===== config.mk =====
export PLATFORM = sky130hd
export DESIGN_NAME = mem_access_ctrl_flat
export DESIGN_NICKNAME = d
export VERILOG_FILES = /design/src/rtl/mem_access_ctrl_if.sv /design/src/rtl/mem_access_ctrl.sv /design/src/flat_wrapper.sv
export SDC_FILE = /design/constraint.sdc
export NUM_CORES = 1
export LEC_CHECK = 0
export CAP_MARGIN = 5
export CELL_PAD_IN_SITES_DETAIL_PLACEMENT = 1
export CELL_PAD_IN_SITES_GLOBAL_PLACEMENT = 1
export CORE_MARGIN = 10
export CORE_UTILIZATION = 23
export CTS_CLUSTER_DIAMETER = 150
export DETAILED_ROUTE_END_ITERATION = 10
export GPL_TIMING_DRIVEN = 0
export PLACE_DENSITY_LB_ADDON = 0.2
export SYNTH_ARGS = -nofsm -noshare
export SYNTH_HDL_FRONTEND = slang
export SYNTH_SLANG_ARGS = --single-unit

===== constraint.sdc =====
create_clock -name CLK -period 2.75 [get_ports CLK]
set_clock_uncertainty 0.2 [all_clocks]
set_input_delay 0.275 -clock CLK [delete_from_list [all_inputs] [get_ports CLK]]
set_output_delay 0.275 -clock CLK [all_outputs]
set_load 0.03 [all_outputs]

===== src/rtl/mem_access_ctrl_if.sv =====
// Bundle between the EX/MEM latch, the data cache and the memory-stage request controller.
// Latency: none, wires only.
// Backpressure: mem_stall freezes the upstream latches until dhit. Optional MEM_STATS_EN adds counter outputs.
interface mem_access_ctrl_if #(
    parameter int ADDR_W = 32,
    parameter int DATA_W = 32
);
    // EX/MEM latch side
    logic              dREN_i;
    logic              dWEN_i;
    logic [ADDR_W-1:0] addr_i;
    logic [DATA_W-1:0] store_i;
    logic              halt_i;
    // data cache side
    logic              dhit;
    logic [DATA_W-1:0] dmemload;
    logic              dmemREN;
    logic              dmemWEN;
    logic [ADDR_W-1:0] dmemaddr;
    logic [DATA_W-1:0] dmemstore;
    // pipeline control and status
    logic              mem_stall;
    logic [DATA_W-1:0] load_o;
    logic              ld_valid;
    logic              halt_o;
    logic              err_misalign;
    logic              err_timeout;
`ifdef MEM_STATS_EN
    logic [31:0]       stat_loads;
    logic [31:0]       stat_stores;
    logic [31:0]       stat_wait;
`endif

    // Pipeline/cache environment view
    modport master (
        output dREN_i, dWEN_i, addr_i, store_i, halt_i, dhit, dmemload,
        input  dmemREN, dmemWEN, dmemaddr, dmemstore, mem_stall,
               load_o, ld_valid, halt_o, err_misalign, err_timeout
`ifdef MEM_STATS_EN
        , input stat_loads, stat_stores, stat_wait
`endif
    );

    // Controller view
    modport slave (
        input  dREN_i, dWEN_i, addr_i, store_i, halt_i, dhit, dmemload,
        output dmemREN, dmemWEN, dmemaddr, dmemstore, mem_stall,
               load_o, ld_valid, halt_o, err_misalign, err_timeout
`ifdef MEM_STATS_EN
        , output stat_loads, stat_stores, stat_wait
`endif
    );
endinterface


===== src/rtl/mem_access_ctrl.sv =====
// Memory-stage request controller: holds a cache request from the EX/MEM latch until dhit and captures load data.
// Latency: request is combinational from the latch; load_o/ld_valid update on the dhit edge (0 wait cycles if dhit in the issue cycle).
// Backpressure: mem_stall = req & ~dhit freezes upstream; DONE guard suppresses re-issue. Optional MEM_STATS_EN adds access counters.
module mem_access_ctrl #(
    parameter int ADDR_W   = 32,
    parameter int DATA_W   = 32,
    parameter int WAIT_MAX = 255
) (
    input  logic           CLK,
    input  logic           RST,
    mem_access_ctrl_if.slave bus
);
    localparam int              CNT_W   = $clog2(WAIT_MAX + 1);
    localparam logic [CNT_W-1:0] CNT_MAX = CNT_W'(WAIT_MAX);

    typedef enum logic [1:0] {
        ST_IDLE = 2'd0,
        ST_WAIT = 2'd1,
        ST_DONE = 2'd2
    } state_t;

    state_t             state;
    state_t             state_nxt;
    logic [CNT_W-1:0]   wait_cnt;
    logic [CNT_W-1:0]   wait_cnt_inc;
    logic [DATA_W-1:0]  load_q;
    logic               ld_valid_q;
    logic               halt_q;
    logic               misalign_q;
    logic               timeout_q;

    logic               access;
    logic               misalign;
    logic               req;
    logic               hit;
    logic               rd_hit;
    logic               wr_hit;
    logic               wait_cyc;

    // Request qualification. Reset is folded in so an in-flight request
    // disappears the moment RST rises, not at the next edge.
    assign access   = bus.dREN_i | bus.dWEN_i;
    assign misalign = bus.addr_i[1:0] != 2'b00;
    assign req      = access & ~misalign & (state != ST_DONE) & ~RST;
    assign hit      = req & bus.dhit;
    assign rd_hit   = hit & ~bus.dWEN_i;
    assign wr_hit   = hit & bus.dWEN_i;
    assign wait_cyc = req & ~bus.dhit;

    // Cache request straight from the latched inputs; writes win over reads
    assign bus.dmemWEN   = req & bus.dWEN_i;
    assign bus.dmemREN   = req & bus.dREN_i & ~bus.dWEN_i;
    assign bus.dmemaddr  = bus.addr_i;
    assign bus.dmemstore = bus.store_i;
    assign bus.mem_stall = wait_cyc;

    assign bus.load_o       = load_q;
    assign bus.ld_valid     = ld_valid_q;
    assign bus.halt_o       = halt_q;
    assign bus.err_misalign = misalign_q;
    assign bus.err_timeout  = timeout_q;

    // Saturating increment of the wait counter
    assign wait_cnt_inc = (wait_cnt == CNT_MAX) ? wait_cnt : wait_cnt + CNT_W'(1);

    // State register
    always_ff @(posedge CLK or posedge RST) begin
        if (RST) begin
            state <= ST_IDLE;
        end else begin
            state <= state_nxt;
        end
    end

    // Next-state logic; DONE is a one-cycle guard while the EX/MEM latch clears
    always_comb begin
        state_nxt = state;
        case (state)
            ST_IDLE: begin
                if (req) begin
                    state_nxt = bus.dhit ? ST_DONE : ST_WAIT;
                end
            end
            ST_WAIT: begin
                if (hit) begin
                    state_nxt = ST_DONE;
                end else if (!req) begin
                    // Upstream withdrew the access; nothing left to wait for
                    state_nxt = ST_IDLE;
                end
            end
            ST_DONE: begin
                state_nxt = ST_IDLE;
            end
            default: begin
                state_nxt = ST_IDLE;
            end
        endcase
    end

    // Wait counter: counts every stalled cycle of an access, cleared once it retires
    always_ff @(posedge CLK or posedge RST) begin
        if (RST) begin
            wait_cnt <= '0;
        end else if (state == ST_DONE || (state == ST_WAIT && !req)) begin
            wait_cnt <= '0;
        end else if (wait_cyc) begin
            wait_cnt <= wait_cnt_inc;
        end
    end

    // Load capture and its one-cycle valid pulse
    always_ff @(posedge CLK or posedge RST) begin
        if (RST) begin
            load_q     <= '0;
            ld_valid_q <= 1'b0;
        end else begin
            ld_valid_q <= rd_hit;
            if (rd_hit) begin
                load_q <= bus.dmemload;
            end
        end
    end

    // Sticky status flags; halt only once nothing is outstanding
    always_ff @(posedge CLK or posedge RST) begin
        if (RST) begin
            halt_q     <= 1'b0;
            misalign_q <= 1'b0;
            timeout_q  <= 1'b0;
        end else begin
            if (bus.halt_i && state == ST_IDLE && !req) begin
                halt_q <= 1'b1;
            end
            if (access && misalign) begin
                misalign_q <= 1'b1;
            end
            if (wait_cyc && wait_cnt_inc == CNT_MAX) begin
                timeout_q <= 1'b1;
            end
        end
    end

`ifdef MEM_STATS_EN
    logic [31:0] stat_loads_q;
    logic [31:0] stat_stores_q;
    logic [31:0] stat_wait_q;

    assign bus.stat_loads  = stat_loads_q;
    assign bus.stat_stores = stat_stores_q;
    assign bus.stat_wait   = stat_wait_q;

    // Free-running access statistics, frozen once the core has halted
    always_ff @(posedge CLK or posedge RST) begin
        if (RST) begin
            stat_loads_q  <= '0;
            stat_stores_q <= '0;
            stat_wait_q   <= '0;
        end else if (!halt_q) begin
            if (rd_hit) begin
                stat_loads_q <= stat_loads_q + 32'd1;
            end
            if (wr_hit) begin
                stat_stores_q <= stat_stores_q + 32'd1;
            end
            if (wait_cyc) begin
                stat_wait_q <= stat_wait_q + 32'd1;
            end
        end
    end
`else
    // Write completions only feed the statistics counters
    logic unused_wr_hit;
    assign unused_wr_hit = wr_hit;
`endif

endmodule


===== src/flat_wrapper.sv =====
// flat-port wrapper written by rule: the top's interface ports become plain ports
module mem_access_ctrl_flat 
#(
    parameter int ADDR_W   = 32,
    parameter int DATA_W   = 32,
    parameter int WAIT_MAX = 255
)
  (CLK, RST, bus_dREN_i, bus_dWEN_i, bus_addr_i, bus_store_i, bus_halt_i, bus_dhit, bus_dmemload, bus_dmemREN, bus_dmemWEN, bus_dmemaddr, bus_dmemstore, bus_mem_stall, bus_load_o, bus_ld_valid, bus_halt_o, bus_err_misalign, bus_err_timeout);
  mem_access_ctrl_if #(.ADDR_W(ADDR_W), .DATA_W(DATA_W)) bus_i ();
  input  logic CLK;
  input  logic RST;
  input wire logic [$bits(bus_i.dREN_i)-1:0] bus_dREN_i;
  input wire logic [$bits(bus_i.dWEN_i)-1:0] bus_dWEN_i;
  input wire logic [$bits(bus_i.addr_i)-1:0] bus_addr_i;
  input wire logic [$bits(bus_i.store_i)-1:0] bus_store_i;
  input wire logic [$bits(bus_i.halt_i)-1:0] bus_halt_i;
  input wire logic [$bits(bus_i.dhit)-1:0] bus_dhit;
  input wire logic [$bits(bus_i.dmemload)-1:0] bus_dmemload;
  output wire logic [$bits(bus_i.dmemREN)-1:0] bus_dmemREN;
  output wire logic [$bits(bus_i.dmemWEN)-1:0] bus_dmemWEN;
  output wire logic [$bits(bus_i.dmemaddr)-1:0] bus_dmemaddr;
  output wire logic [$bits(bus_i.dmemstore)-1:0] bus_dmemstore;
  output wire logic [$bits(bus_i.mem_stall)-1:0] bus_mem_stall;
  output wire logic [$bits(bus_i.load_o)-1:0] bus_load_o;
  output wire logic [$bits(bus_i.ld_valid)-1:0] bus_ld_valid;
  output wire logic [$bits(bus_i.halt_o)-1:0] bus_halt_o;
  output wire logic [$bits(bus_i.err_misalign)-1:0] bus_err_misalign;
  output wire logic [$bits(bus_i.err_timeout)-1:0] bus_err_timeout;
  assign bus_i.dREN_i = bus_dREN_i;
  assign bus_i.dWEN_i = bus_dWEN_i;
  assign bus_i.addr_i = bus_addr_i;
  assign bus_i.store_i = bus_store_i;
  assign bus_i.halt_i = bus_halt_i;
  assign bus_i.dhit = bus_dhit;
  assign bus_i.dmemload = bus_dmemload;
  assign bus_dmemREN = bus_i.dmemREN;
  assign bus_dmemWEN = bus_i.dmemWEN;
  assign bus_dmemaddr = bus_i.dmemaddr;
  assign bus_dmemstore = bus_i.dmemstore;
  assign bus_mem_stall = bus_i.mem_stall;
  assign bus_load_o = bus_i.load_o;
  assign bus_ld_valid = bus_i.ld_valid;
  assign bus_halt_o = bus_i.halt_o;
  assign bus_err_misalign = bus_i.err_misalign;
  assign bus_err_timeout = bus_i.err_timeout;
  mem_access_ctrl #(.ADDR_W(ADDR_W), .DATA_W(DATA_W), .WAIT_MAX(WAIT_MAX)) u_core (.CLK(CLK), .RST(RST), .bus(bus_i));
endmodule

* After elaboration in Yosys (flattened, before gate mapping)
Index checks and enable logic that the tools add are counted.
Storage, ports and cells: flip-flop bits (word level) 46, bits in latches 0, memory bits (writable) 0, ROM bits 0, input port bits 102, output and inout bits 103, word-level logic and storage cells 48, memories kept 0
Cells by class: add/sub/neg operators 1, multipliers 0, divide/modulo/power cells 0, $lt $le $gt $ge 0, equal/unequal tests 7, shift operators 0, multiplexer cells 8, bitwise operators 14, reductions and logical operators 11
Operators with widths (count):
- 2-to-1 mux 8 bit | 3
- equality test 8 bit, second input constant | 2
- bitwise AND 1 bit | 9
- adder 8 x 1 -> 8 bit, second input constant | 1
- 2-to-1 mux 2 bit | 4
- logical AND 1 bit | 5
- NOT 1 bit | 4
- case mux 2 bit (2 select lines) | 1
- nonzero test 2 bit | 2
- != test 3 bit, second input constant | 1
- equality test 2 x 1 -> 1 bit, second input constant | 1
- equality test 2 bit, second input constant | 1
- logical NOT 2 bit | 1
- != test 2 x 1 -> 1 bit, second input constant | 1
- != test 2 bit, second input constant | 1
- AND reduction 2 bit | 1
- logical NOT 1 bit | 1
- logical OR 1 bit | 1
- bitwise OR 1 bit | 1

* Longest topological paths before layout
word-level depth 9, depth in mapped cells 6, depth with buffers taken out 5

* Worst setup path after synthesis
Ideal clock, no wire load.
kind register to register, start point reg u_core.wait_cnt[0], end point reg u_core.timeout_q, in the netlist u_core.bus.err_timeout, setup time 120 ps, data arrival time 1616 ps, required time 2430 ps, setup slack 814 ps, cell stages (with the launch flop) 7, path buffers 1, clock period less this slack 1936 ps, path through dfrtp_1 ha_1 clkbuf_1 nand4_1 o2111a_1 a211o_1 a31o_2
On the way: longest elaborated chain between the ends 4, elaborated cells between the ends (all ways) 5, those cells by class 1 x add/sub; 2 x eq/ne; 1 x mux; 1 x reduce/logical
RTL lines:
- start, declared | line mem_access_ctrl.sv:24 | logic [CNT_W-1:0] wait_cnt;
- start signal, assigned | line mem_access_ctrl.sv:108 | wait_cnt <= wait_cnt_inc;
- adder 8 x 1 -> 8 bit or equality test 8 bit (tied branches) | line mem_access_ctrl.sv:64 | assign wait_cnt_inc = (wait_cnt == CNT_MAX) ? wait_cnt : wait_cnt + CNT_W'(1);
- 2-to-1 mux 8 bit * | line mem_access_ctrl.sv:64
- equality test 8 bit * | line mem_access_ctrl.sv:138 | if (wait_cyc && wait_cnt_inc == CNT_MAX) begin
- logical AND 1 bit * | line mem_access_ctrl.sv:138
- end signal, assigned | line mem_access_ctrl.sv:130 | timeout_q <= 1'b0;
- end signal, assigned | line mem_access_ctrl.sv:139 | timeout_q <= 1'b1;
- end, declared | line mem_access_ctrl.sv:30 | logic timeout_q;
Mark *: on every way between the ends. The rest lies on a longest branch, timed or not. A chain may end at the register's enable or synchronous reset.

* Worst setup path in the final report
start point in bus_dWEN_i, end point out bus_mem_stall
On the way: longest elaborated chain between the ends 5
RTL lines:
- start, declared | line flat_wrapper.sv:13 | input wire logic [$bits(bus_i.dWEN_i)-1:0] bus_dWEN_i;
- bitwise OR 1 bit | line mem_access_ctrl.sv:42 | assign access = bus.dREN_i | bus.dWEN_i;
- bitwise AND 1 bit (3 in a row) | line mem_access_ctrl.sv:44 | assign req = access & ~misalign & (state != ST_DONE) & ~RST;
- bitwise AND 1 bit | line mem_access_ctrl.sv:48 | assign wait_cyc = req & ~bus.dhit;
- end, declared | line flat_wrapper.sv:23 | output wire logic [$bits(bus_i.mem_stall)-1:0] bus_mem_stall;
Every way passes these cells.

==> results.yml <==
clock_tree:
  cts_root_buffer: "clkbuf_8"
  htreeDepth: 2
  cts_tree: "built"
  clock_path_buffers: 2
  clock_latency_ns: 0.29
  postCtsHoldBufs: 0
  path_clk_slew_ns: 0.09
  cts.sinks: 46
  cts_buffers: 5
floorplanning:
  placementRows: 38
  core_sq_um: 10700
  die_h_um: 124
  die_area_sq_um: 15500
  die_w_um: 124
  start_util_pct: 23.3
  io_pins: 205
grt:
  grt_util_met1_pct: 11.7
  grt_pass1_wl_um: 13400
  grt_pass1_vias: 2374
  grt_util_met2_pct: 18.4
  grt_antenna_before_repair: 0
  grt_use_total_pct: 10.5
  met3_usage_pct: 4.55
  top_usage_layer: "met2"
  grt_max_degree: 40
  grt-ovfl-total: 0
synth:
  avgSynthCellArea_sq_um: 11.2
  ys.flop_type: "dfrtp_1"
  synth.distinct_cells: 39
  synth_edf_count: 0
  syn_area_sq_um: 2500
  ys_warn_count: 0
  async_flop_share_pct: 100
  seq_area_frac_synth_pct: 46.0
  synthCells: 223
  synth_nets: 326
  synth_seq_cells: 46
setup_path:
  cp_slowest_cell: "clkdlybuf4s50_1"
  crit_chain: "clkdlybuf4s50_1 -> o21ba_2 -> nand4b_1 -> clkinv_2 -> clkdlybuf4s50_1"
  crit_required_ns: 2.28
  critical_path_buf_inv_count: 3
  worstSetupStartpointType: "input pin"
  cpPeakStageDelay_ns: 0.70
  cp_max_fo: 9
  critPathMostFrequentCell: "clkdlybuf4s50_1"
  endpoint_kind: "primary output"
  critPathArrivalTime_ns: 2.18
  path_class: "in -> out"
  cp_top_family: "buffers and inverters"
run_status:
  run_status: "completed"
hold_path:
  hold_path_class: "in -> async"
timing:
  hold_viol_final: 0
  setup_tns_ns: 0
  worst-slew-pin-transition_ns: 0.396
  period_share_pct: 96.7
  relSlewSlack_pct: 73.6
  rsz0062_at_grt: "false"
  finalSetupViolations: 0
  holdWs_ns: 0.0578
  finalMaxSlewViolations: 0
  fmax_ghz: 0.376
  setup_slack_ns: 0.0901
  fin_crit_ns: 2.66
placement:
  dp_hpwl_um: 7100
  post-place-ws_ns: -0.282
  portBuffers: 142
  gp_congestion: 0.725
route:
  routed_via_density: 4.06
  drc_errors: 0
  vias: 2088
  routed_wl_um: 8420
  wl_per_cell_um: 16.4
  firstDrtPassIters: 3
  ant_nets: 0
  drt_iter0_drc: 46
cells_and_area:
  num_antenna_cells: 0
  mostFrequentLayoutCell: "clkdlybuf4s50_1"
  fin_nets: 477
  final_cell_mix: "clkdlybuf4s50_1, buf_4, dfrtp_1, mux2_2"
  final_layout_size_suffix_gt1_share_pct: 31.6
  area_growth_pct: 69.4
power:
  ir_worst_vdd_mv: 0.212
  p_leak_nw: 1.83
  p_per_area_nw_per_um2: 552
job:
  drv_cap: 0
per-layer routing:
layer | vias to the layer above | share of wire (%)
li1 | 1004 | -
met4 | 0 | 0.34
met3 | 2 | 7.9
met1 | 982 | 40
met5 | - | 0
met2 | 100 | 51
worst paths after layout:
kind / start / endpoint / slack [ns] / cells past startpoint
min: RST / u_core.bus.err_misalign / 0.06 / 2
min reg2reg: u_core.bus.err_misalign / u_core.bus.err_misalign / 0.28 / 1
max in group asynchronous: RST / u_core.bus.load_o[16] / 1.82 / 3
max reg2reg: u_core.wait_cnt[0] / u_core.bus.err_timeout / 0.53 / 6
max: bus_dWEN_i / bus_mem_stall / 0.09 / 5
min in group CLK: u_core.bus.err_misalign / u_core.bus.err_misalign / 0.28 / 1
power breakdown:
group / switching (mW) / internal [mW]
Combinational: 0.502 / 0.472
Clock: 0.224 / 0.291
Sequential: 0.0607 / 0.793
Total: 0.787 / 1.56
state kept, by name, summed over array words and instances, names as in the netlist:
register / flops
u_core.bus.err_misalign: 1
u_core.state: 2
u_core.bus.halt_o: 1
u_core.bus.ld_valid: 1
u_core.bus.load_o: 32
u_core.bus.err_timeout: 1
u_core.wait_cnt: 8
cells in the mapped netlist (2+ instances only):
| cell type | n | area, sq um |
|---|---|---|
| mux2_2 | 32 | 360 |
| o211ai_1 | 2 | 15.0 |
| o21bai_1 | 2 | 15.0 |
| nand2_1 | 3 | 11.3 |
| inv_1 | 10 | 37.5 |
| clkbuf_1 | 2 | 7.51 |
| a21oi_1 | 7 | 35.0 |
| nor3b_1 | 2 | 15.0 |
| a31o_2 | 4 | 35.0 |
| buf_4 | 64 | 480 |
| nand3_1 | 4 | 20.0 |
| nand4_1 | 2 | 12.5 |
| dfrtp_1 | 46 | 1150 |
| nor2_1 | 9 | 33.8 |
| a211o_1 | 2 | 17.5 |
| buf_6 | 3 | 33.8 |
| and3_1 | 3 | 18.8 |
| o21ai_0 | 5 | 25.0 |
repair_timing:
item / CTS / global route
gates resized for setup: 1 / 0
endpoints found under the setup margin: 1 / 0
buffers inserted: 1 / 0
area by class of cell:
class,count,area [sq um]
fillers,1208,6500
inverters,11,42.5
clock buffers,6,82.6
plain buffers,69,522
clock inverters,1,30.0
well taps,140,175
repair buffers,144,1450
multi-input cells,97,790
flip-flops and latches,46,1150
through the flow:
stage	area, sq um	power (mW)	utilization, %	cells
2_1_floorplan	2500	1.41	-	223
3_3_place_gp	4100	1.84	38.2	505
3_5_place_dp	4120	1.86	38.3	506
4_1_cts	4240	2.39	39.5	514
5_1_grt	4240	2.48	39.5	514
6_report	4240	2.34	39.5	514
worst reg2reg max path: stages (launching register included):
cell and delay (ns):
dfrtp_1 0.44, ha_1 0.17, clkbuf_1 0.28, nand4_1 0.28, o2111a_1 0.31, a211o_1 0.24, a31o_2 0.20
logic make-up after synthesis:
kind of cell | share of synthesized area, %
simple gates | 7.40
compound gates | 8.90
fa+ha+maj | 0.500
flops | 46.0
buf+inv | 22.5
xor+xnor | 0.350
mux | 14.4
Note: power is estimated with default switching activity, not from simulation.
